$ cat src/rtl/regb_feeder.sv
// regb_feeder: operand sequencer directly upstream of register B.
//
// Operand words arrive on a valid/ready stream and are buffered in a small
// FIFO. Each word is issued to register B as a single-cycle registered
// load_b strobe with data_in_b. b_valid marks the cycle in which that word
// appears at register B's pipelined outputs (LOAD_LATENCY cycles after
// load_b rises).
//
// Optional feature: define REGB_FEEDER_STATS_EN to add the 32-bit
// load_count output. It counts load_b pulses, wraps, and is cleared only
// by reset. Without the macro the port and counter do not exist.
//
// Ports:
//   clk         rising-edge clock
//   reset       asynchronous, active-high; clears all control state at once
//   in_valid    upstream word present
//   in_ready    FIFO can accept this cycle (combinational)
//   in_data     upstream word
//   b_hold      consumer blocks new loads (issued loads still retire)
//   flush       synchronous discard of queued words
//   load_b      registered load strobe to register B
//   data_in_b   registered data to register B
//   b_valid     register B outputs hold a newly loaded word this cycle
//   fifo_count  number of queued entries
//   busy        sequencer not idle
//   load_count  (REGB_FEEDER_STATS_EN only) total loads issued
module regb_feeder #(
    parameter int DATA_WIDTH   = 32,
    parameter int FIFO_DEPTH   = 4,
    parameter int LOAD_LATENCY = 2
) (
    input  logic                          clk,
    input  logic                          reset,
    input  logic                          in_valid,
    output logic                          in_ready,
    input  logic [DATA_WIDTH-1:0]         in_data,
    input  logic                          b_hold,
    input  logic                          flush,
    output logic                          load_b,
    output logic [DATA_WIDTH-1:0]         data_in_b,
    output logic                          b_valid,
    output logic [$clog2(FIFO_DEPTH):0]   fifo_count,
    output logic                          busy
`ifdef REGB_FEEDER_STATS_EN
    ,
    output logic [31:0]                   load_count
`endif
);

    localparam int PTR_W = $clog2(FIFO_DEPTH);
    localparam int CNT_W = PTR_W + 1;

    localparam logic [1:0] ST_IDLE = 2'd0;
    localparam logic [1:0] ST_RUN  = 2'd1;
    localparam logic [1:0] ST_HOLD = 2'd2;

    logic [DATA_WIDTH-1:0] mem [FIFO_DEPTH];
    logic [PTR_W-1:0]      wr_ptr;
    logic [PTR_W-1:0]      rd_ptr;
    logic [CNT_W-1:0]      cnt;
    logic [CNT_W-1:0]      cnt_nxt;
    logic [1:0]            state;
    logic [1:0]            state_nxt;
    logic                  push;
    logic                  pop;
    logic                  fifo_empty;
    logic                  inflight;

    // vld_p[i] is load_b delayed by i cycles; the last stage is b_valid.
    logic [LOAD_LATENCY:1] vld_p;

    // At full, a concurrent pop does not open in_ready (no pass-through).
    assign in_ready   = !reset && (cnt < CNT_W'(FIFO_DEPTH)) && !flush;
    assign push       = in_valid && in_ready;
    assign fifo_empty = (cnt == '0);
    assign pop        = !fifo_empty && !b_hold && !flush;

    assign b_valid    = vld_p[LOAD_LATENCY];
    assign fifo_count = cnt;
    assign busy       = (state != ST_IDLE);

    always_comb begin
        cnt_nxt = cnt;
        if (push && !pop) begin
            cnt_nxt = cnt + CNT_W'(1);
        end else if (pop && !push) begin
            cnt_nxt = cnt - CNT_W'(1);
        end
    end

    // A load is still "in flight" from the cycle load_b is high until the
    // cycle before b_valid; the final b_valid stage does not keep us busy,
    // so busy drops in the cycle right after b_valid.
    always_comb begin
        inflight = load_b;
        for (int i = 1; i < LOAD_LATENCY; i++) begin
            inflight = inflight | vld_p[i];
        end
    end

    always_comb begin
        state_nxt = state;
        if (flush) begin
            state_nxt = inflight ? ST_RUN : ST_IDLE;
        end else begin
            case (state)
                ST_IDLE: begin
                    if (!fifo_empty) begin
                        state_nxt = b_hold ? ST_HOLD : ST_RUN;
                    end
                end
                ST_RUN: begin
                    if (b_hold && !fifo_empty) begin
                        state_nxt = ST_HOLD;
                    end else if (fifo_empty && !inflight && !pop) begin
                        state_nxt = ST_IDLE;
                    end
                end
                ST_HOLD: begin
                    if (fifo_empty && !inflight && !pop) begin
                        state_nxt = ST_IDLE;
                    end else if (!b_hold) begin
                        state_nxt = ST_RUN;
                    end
                end
                default: state_nxt = ST_IDLE;
            endcase
        end
    end

    // Storage carries data only; its contents are meaningless when empty.
    always_ff @(posedge clk) begin
        if (push) begin
            mem[wr_ptr] <= in_data;
        end
    end

    // Issue stage -> latency pipeline
    always_ff @(posedge clk or posedge reset) begin
        if (reset) begin
            wr_ptr    <= '0;
            rd_ptr    <= '0;
            cnt       <= '0;
            state     <= ST_IDLE;
            load_b    <= 1'b0;
            data_in_b <= '0;
            vld_p     <= '0;
        end else begin
            load_b <= pop;
            if (pop) begin
                data_in_b <= mem[rd_ptr];
            end

            vld_p[1] <= load_b;
            for (int i = 2; i <= LOAD_LATENCY; i++) begin
                vld_p[i] <= vld_p[i-1];
            end

            if (flush) begin
                wr_ptr <= '0;
                rd_ptr <= '0;
                cnt    <= '0;
            end else begin
                if (push) begin
                    wr_ptr <= wr_ptr + PTR_W'(1);
                end
                if (pop) begin
                    rd_ptr <= rd_ptr + PTR_W'(1);
                end
                cnt <= cnt_nxt;
            end

            state <= state_nxt;
        end
    end

`ifdef REGB_FEEDER_STATS_EN
    // Counts at the edge that raises load_b; wraps naturally at 2^32.
    always_ff @(posedge clk or posedge reset) begin
        if (reset) begin
            load_count <= '0;
        end else if (pop) begin
            load_count <= load_count + 32'd1;
        end
    end
`endif

endmodule
$ cat config.mk
export PLATFORM = sky130hd
export DESIGN_NAME = regb_feeder
export DESIGN_NICKNAME = d
export VERILOG_FILES = /design/src/rtl/regb_feeder.sv
export SDC_FILE = /design/constraint.sdc
export NUM_CORES = 1
export LEC_CHECK = 0
export BUFFER_PORTS_ARGS = -buffer_cell sky130_fd_sc_hd__buf_2
export CORE_MARGIN = 10
export CORE_UTILIZATION = 30
export CTS_BUF_LIST = sky130_fd_sc_hd__clkbuf_4
export DETAILED_ROUTE_END_ITERATION = 8
export HOLD_SLACK_MARGIN = 0.12
export PLACE_DENSITY = 0.47
export SYNTH_ARGS = -nofsm -noshare
export SYNTH_HDL_FRONTEND = slang
export SYNTH_SLANG_ARGS = --single-unit
$ cat constraint.sdc
create_clock -name clk -period 2.2 [get_ports clk]
set_input_delay 0.11 -clock clk [delete_from_list [all_inputs] [get_ports clk]]
set_output_delay 0.11 -clock clk [all_outputs]
set_load 0.02 [all_outputs]
==> results of run 1 <==
-- through the flow --
stage / instance area, µm² / hold slack, ps / setup slack (ps)
floorplan: 6460 / 209 / 117
global placement: 7320 / 230 / 236
detailed placement: 7320 / 232 / 212
CTS: 8030 / 155 / 190
global route: 8040 / 159 / 55.9
finish: 8040 / 192 / 203
-- Yosys cell counts, drive strengths merged, types with 2 or more instances --
library cell / n
a21oi: 3
and3: 4
o21ai: 3
mux4: 32
and2: 2
buf: 7
nor3: 3
ha: 4
xnor2: 3
edfxtp: 128
inv: 6
clkbuf: 5
mux2: 35
nand2: 2
nor2: 11
dfrtp: 44
-- how the worst max path moves through the flow --
| stage | end | depth (start not counted) | slack (ps) | start |
|---|---|---|---|---|
| final | fifo_count[2] | 8 | 200 | fifo_count[2] |
| after global routing | fifo_count[2] | 8 | 60 | fifo_count[2] |
| after CTS | fifo_count[2] | 8 | 190 | fifo_count[2] |
| after detailed placement | fifo_count[2] | 8 | 210 | fifo_count[2] |
| after global placement | fifo_count[2] | 8 | 240 | fifo_count[2] |
| after floorplan | fifo_count[2] | 7 | 120 | fifo_count[2] |
-- flip-flops by register name (all words and copies together), names as in the netlist --
signal / flops
state: 2
fifo_count: 3
vld_p: 2
wr_ptr: 2
mem: 128
load_b: 1
rd_ptr: 2
data_in_b: 32
-- per-layer routing --
metal,vias to the layer above,GRT usage [%]
met3,8,3.06
met1,1668,12.3
met5,-,0
met2,64,16.9
li1,1461,-
met4,0,3.32
-- power groups by stage --
stage          registers (mW)  clock network [mW]  logic [mW]
6_report                 4.18                2.12        2.46
5_1_grt                  4.25                2.35        2.69
4_1_cts                  4.20                2.21        2.56
3_5_place_dp             4.27                   0        2.50
3_3_place_gp             4.26                   0        2.47
2_1_floorplan            4.61                   0        1.23
-- kinds of logic after synthesis --
kind of cell             count (synthesis)
AO/OA/AOI/OAI                            8
AND/OR/NAND/NOR                         28
adder cells (fa/ha/maj)                  5
flip-flops                             172
multiplexers                            68
buffers and inverters                   18
XOR/XNOR                                 3
-- worst min-delay path, cell delays in order --
cell	delay, ps
sky130_fd_sc_hd__dlygate4sd3_1	540
sky130_fd_sc_hd__buf_2	150
sky130_fd_sc_hd__inv_2	410
-- layout make-up --
| type | count | area (µm²) |
|---|---|---|
| Antenna cell | 1 | 2.50 |
| Clock buffer | 20 | 150 |
| Clock inverter | 12 | 196 |
| Fill cell | 1972 | 13100 |
| Inverter | 6 | 22.5 |
| Multi-Input combinational cell | 112 | 1440 |
| Sequential cell | 172 | 4950 |
| Tap cell | 275 | 344 |
| Timing Repair Buffer | 125 | 931 |
==> results.sh, run 1 <==
export IMPL_post_route_cells_drive_above_1_share_pct=43.6
export IMPL_floorplan_initialDensity_pct=30.6
export IMPL_share_comb_of_total_power_pct=28.1
export IMPL_report_final_slew_viol_count=0
export IMPL_final_hold_viol_count=0
export IMPL_std_cell_rows=53
export IMPL_yosys_cell_types_count=28
export IMPL_reg2regPathDepth=8
export IMPL_power_sequential_fraction_pct=47.7
export IMPL_cts_root_buffer_cell="sky130_fd_sc_hd__clkbuf_4"
export IMPL_final_cells=723
export IMPL_via_count=3201
export IMPL_rsz_0062_raised_after_global_routing="false"
export IMPL_postCtsResizedCells=0
export IMPL_slowest_delay_ps=470
export IMPL_synthAdderAreaFrac_pct=1.09
export IMPL_dr_vias_cell=4.43
export IMPL_residual_overflow_from_global_routing=0
export IMPL_synth_compound_gate_area_share_pct=0.679
export IMPL_netlist_top_cell_by_area="sky130_fd_sc_hd__edfxtp_1"
export IMPL_worstPathBufferInverterCount=1
export IMPL_total_power_mw=8.76
export IMPL_syn_avg_cell_area_um2=21.4
export IMPL_layout_cells_most_common_list="128 x sky130_fd_sc_hd__edfxtp_1, 75 x sky130_fd_sc_hd__buf_2, 42 x sky130_fd_sc_hd__dfrtp_1"
export IMPL_outcome="finished, final reports clean"
export IMPL_routed_length_on_met1_um=6000
export IMPL_total_routed_length_um=13600
export IMPL_synthesis_yosys_warnings=0
export IMPL_cpMaxStageDelayCell="sky130_fd_sc_hd__dfrtp_1"
export IMPL_route_antenna_remaining_nets=0
export IMPL_cts_tree="done"
export IMPL_grt_total_usage_pct=10.1
export IMPL_route_top_layer_used="met4"
export IMPL_layout_cells_most_common="sky130_fd_sc_hd__edfxtp_1"
export IMPL_timing_critical_path_fanout_max=6
export IMPL_grt_antenna_before_repair=1
export IMPL_regToRegStartpoint="fifo_count[2]"
export IMPL_cap_viol_max_count=0
export IMPL_buffer_ports_inserted=75
export IMPL_netlist_instances=302
export IMPL_power_share_clock_pct=24.2
export IMPL_worst_ir_drop_vdd_v=0.000487
export IMPL_met2_length_um=6990
export IMPL_cts_inserted_buffers=17
export IMPL_final_core_utilization_pct=38.1
export IMPL_synth_seq_area_share_pct=76.6
export IMPL_placer_congestion_estimate=0.719
export IMPL_final_net_count=476
export IMPL_dpl_hpwl_um=8260
export IMPL_finalSetupViolations=0
export IMPL_ys_flop_type="sky130_fd_sc_hd__edfxtp_1"
export IMPL_wl_met3_um=480
export IMPL_layout_worst_path_cycle_share_pct=90.8
export IMPL_swShare_pct=29.6
export IMPL_synth_top_family_by_area="multiplexers"
export IMPL_route_detailed_drc=0
export IMPL_place_inst=653
export IMPL_synth_edf_count=128
export IMPL_grt_pass1_vias=3645
export IMPL_synthesis_nets=344
export IMPL_worst_r2r_setup_slack_ps=200
export IMPL_finalClockSkew_ps=21.1
export IMPL_worst_setup_path_start_kind="register"
export IMPL_min_delay_path_class="in2async"
export IMPL_io_pin_count=76
export IMPL_post_cts_hold_buffer_count=37
export IMPL_grt_start_max_net_pins=33
export IMPL_net_switching_power_mw=2.60
export IMPL_cell_internal_power_mw=6.17
export IMPL_muxShareOfSynthArea_pct=17.4
export IMPL_htreeDepth=4
export IMPL_number_of_iterations_in_the_first_detailed_routing_pass=6
export IMPL_clock_fmax_ghz=0.501
export IMPL_timing_critical_path_arrival_ps=2430
export IMPL_die_area_mm2=0.0278
export IMPL_synthToLayoutAreaGrowth_pct=24.6
export IMPL_worstPathCellList="nor3_2 -> buf_4 -> nor2_1 -> nor2_1 -> fa_1 -> and2_0 -> mux2i_1 -> mux2_1"
export IMPL_drtIter0Drc=125
export IMPL_synthXorXnorAreaFrac_pct=0.407
export IMPL_clk_pin_slew_ps=140
export IMPL_post_synth_and_or_nand_nor_area_fraction_pct=2.56
export IMPL_worstMarginPinSlew_ps=856
export IMPL_endpoint_of_the_worst_register_to_register_path="fifo_count[2]"
export IMPL_worst_path_most_repeated_cell="sky130_fd_sc_hd__nor2_1"
export IMPL_async_reset_ff_share_pct=25.6
export IMPL_power_per_cell_area_mw_per_mm2=1090
export IMPL_routed_wire_length_per_instance_um=18.8
export IMPL_critical_path_end_type="register"
export IMPL_die_w_um=167
export IMPL_yosys_top_cells_area="sky130_fd_sc_hd__edfxtp_1 60%, sky130_fd_sc_hd__dfrtp_1 17%, sky130_fd_sc_hd__mux4_2 11%, sky130_fd_sc_hd__mux2_2 5.8%, sky130_fd_sc_hd__ha_1 0.78%"
export IMPL_critPathTopFamily="multiplexers"
export IMPL_grt_pass1_wl_um=21500
export IMPL_core_area_mm2=0.0211
export IMPL_cts_sink_count=172
export IMPL_worst_setup_path_type="reg2reg"
export IMPL_postSynthRegisterBits=172
export IMPL_ctsLongestPathBuffers=2
export IMPL_final_setup_tns_ps=0
export IMPL_cts_repair_timing_setup_buffer_count=0
export IMPL_post_route_min_period_ps=2000
export IMPL_slew_headroom_pct=42.8
export IMPL_power_leakage_nw=2.89
export IMPL_syn_area_mm2=0.00645
export IMPL_floorplan_die_height_um=167
export IMPL_post_synth_top_area_fraction_pct=59.6
export IMPL_required_time_at_the_worst_slack_endpoint_ps=2630
export IMPL_worst_skew_pair_late_latency_ps=530
No activity file was read; power rests on OpenSTA's default activity.
==> run 2, diff against run 1 <==
==> constraint.sdc (replaced) <==
create_clock -name clk -period 1.99 [get_ports clk]
set_input_delay 0.0995 -clock clk [delete_from_list [all_inputs] [get_ports clk]]
set_output_delay 0.0995 -clock clk [all_outputs]
set_load 0.02 [all_outputs]
==> results.sh, run 2 (synthesis results as in run 1) <==
export IMPL_timing_critical_path_arrival_ps=2320
export IMPL_cap_viol_max_count=0
export IMPL_final_setup_tns_ps=0
export IMPL_worstPathBufferInverterCount=0
export IMPL_final_net_count=481
export IMPL_worstPathCellList="or4b_4 -> nor2_4 -> fa_2 -> and2_0 -> mux2i_1 -> mux2_1"
export IMPL_route_top_layer_used="met4"
export IMPL_cts_inserted_buffers=17
export IMPL_layout_cells_most_common_list="128 x sky130_fd_sc_hd__edfxtp_1, 75 x sky130_fd_sc_hd__buf_2, 41 x sky130_fd_sc_hd__dfrtp_1"
export IMPL_route_antenna_remaining_nets=0
export IMPL_post_route_min_period_ps=1880
export IMPL_grt_total_usage_pct=9.62
export IMPL_ctsLongestPathBuffers=2
export IMPL_grt_pass1_vias=3581
export IMPL_grt_start_max_net_pins=33
export IMPL_dr_vias_cell=4.37
export IMPL_drtIter0Drc=150
export IMPL_cts_sink_count=172
export IMPL_met2_length_um=6700
export IMPL_min_delay_path_class="in2reg"
export IMPL_finalClockSkew_ps=15.0
export IMPL_power_per_cell_area_mw_per_mm2=1160
export IMPL_top_register="mem"
export IMPL_core_area_mm2=0.0211
export IMPL_report_final_slew_viol_count=0
export IMPL_final_hold_viol_count=0
export IMPL_layout_worst_path_cycle_share_pct=94.5
export IMPL_std_cell_rows=53
export IMPL_worstMarginPinSlew_ps=461
export IMPL_wl_met3_um=513
export IMPL_rsz_0062_raised_after_global_routing="false"
export IMPL_buffer_ports_inserted=75
export IMPL_clock_fmax_ghz=0.532
export IMPL_required_time_at_the_worst_slack_endpoint_ps=2430
export IMPL_routed_wire_length_per_instance_um=18.0
export IMPL_route_detailed_drc=0
export IMPL_final_cells=728
export IMPL_worst_skew_pair_late_latency_ps=540
export IMPL_floorplan_initialDensity_pct=30.6
export IMPL_dpl_hpwl_um=8520
export IMPL_io_pin_count=76
export IMPL_cts_root_buffer_cell="sky130_fd_sc_hd__clkbuf_4"
export IMPL_total_routed_length_um=13100
export IMPL_final_core_utilization_pct=38.2
export IMPL_residual_overflow_from_global_routing=0
export IMPL_layout_cells_most_common="sky130_fd_sc_hd__edfxtp_1"
export IMPL_grt_pass1_wl_um=20300
export IMPL_outcome="finished, final reports clean"
export IMPL_finalSetupViolations=0
export IMPL_critical_path_end_type="register"
export IMPL_timing_critical_path_fanout_max=4
export IMPL_worst_setup_path_type="reg2reg"
export IMPL_grt_antenna_before_repair=1
export IMPL_power_leakage_nw=2.87
export IMPL_critPathTopFamily="simple AND/OR/NAND/NOR gates"
export IMPL_cpMaxStageDelayCell="sky130_fd_sc_hd__or4b_4"
export IMPL_post_route_cells_drive_above_1_share_pct=44.9
export IMPL_die_w_um=167
export IMPL_slew_headroom_pct=69.2
export IMPL_number_of_iterations_in_the_first_detailed_routing_pass=4
export IMPL_largest_reg_flops=128
export IMPL_cts_repair_timing_setup_buffer_count=0
export IMPL_placer_congestion_estimate=0.714
export IMPL_worst_ir_drop_vdd_v=0.000546
export IMPL_worst_setup_path_start_kind="register"
export IMPL_place_inst=657
export IMPL_floorplan_die_height_um=167
export IMPL_synthToLayoutAreaGrowth_pct=24.7
export IMPL_routed_length_on_met1_um=5740
export IMPL_via_count=3183
export IMPL_clk_pin_slew_ps=140
export IMPL_die_area_mm2=0.0278
export IMPL_slowest_delay_ps=520
export IMPL_htreeDepth=4
export IMPL_cts_tree="done"
-- run 2: final timing paths --
check                           slack (ps)             to  cells past startpoint          start
worst max-delay path                   110  fifo_count[2]                      6  fifo_count[2]
worst min-delay path                   300      mem[1][9]                      2     in_data[9]
worst max register to register         110  fifo_count[2]                      6  fifo_count[2]
worst min register to register         420       vld_p[2]                      0       vld_p[1]
max in group asynchronous              670       vld_p[1]                      5          reset
min in group asynchronous              680      wr_ptr[0]                      4          reset
-- run 2: cell type report --
class                   count  area [µm²]
fillers                  1980       13000
flip-flops and latches    172        4950
multi-input cells         112        1450
repair buffers            130         996
well taps                 275         344
clock buffers              21         158
clock inverters            11         121
inverters                   6        22.5
diodes                      1        2.50
-- run 2: stage by stage --
step | power (mW) | setup WS [ps] | hold slack [ps] | instance area, µm²
2_1_floorplan | 6.47 | 36.9 | 198 | 6460
3_3_place_gp | 7.44 | 98.6 | 161 | 7370
3_5_place_dp | 7.50 | 41.2 | 170 | 7370
4_1_cts | 9.53 | 8.43 | 233 | 8030
5_1_grt | 9.88 | 11.8 | 228 | 8050
6_report | 9.34 | 110 | 296 | 8050
-- run 2: routing by layer --
metal | up-vias | track usage, %
met5 | - | 0
met4 | 0 | 3.25
met3 | 8 | 3.39
met2 | 63 | 16.2
met1 | 1641 | 11.2
li1 | 1471 | -
-- run 2: power breakdown --
part           internal, mW  switching, mW  total, mW
sequential             4.34          0.264       4.61
combinational          1.35           1.43       2.79
clock                 0.796           1.15       1.95
-- run 2: repair_timing --
item / 4_1_cts / 5_1_grt
gates resized for setup: 0 / 3
hold endpoints to repair: 191 / 0
hold buffers: 38 / 0
endpoints found under the setup margin: 0 / 1
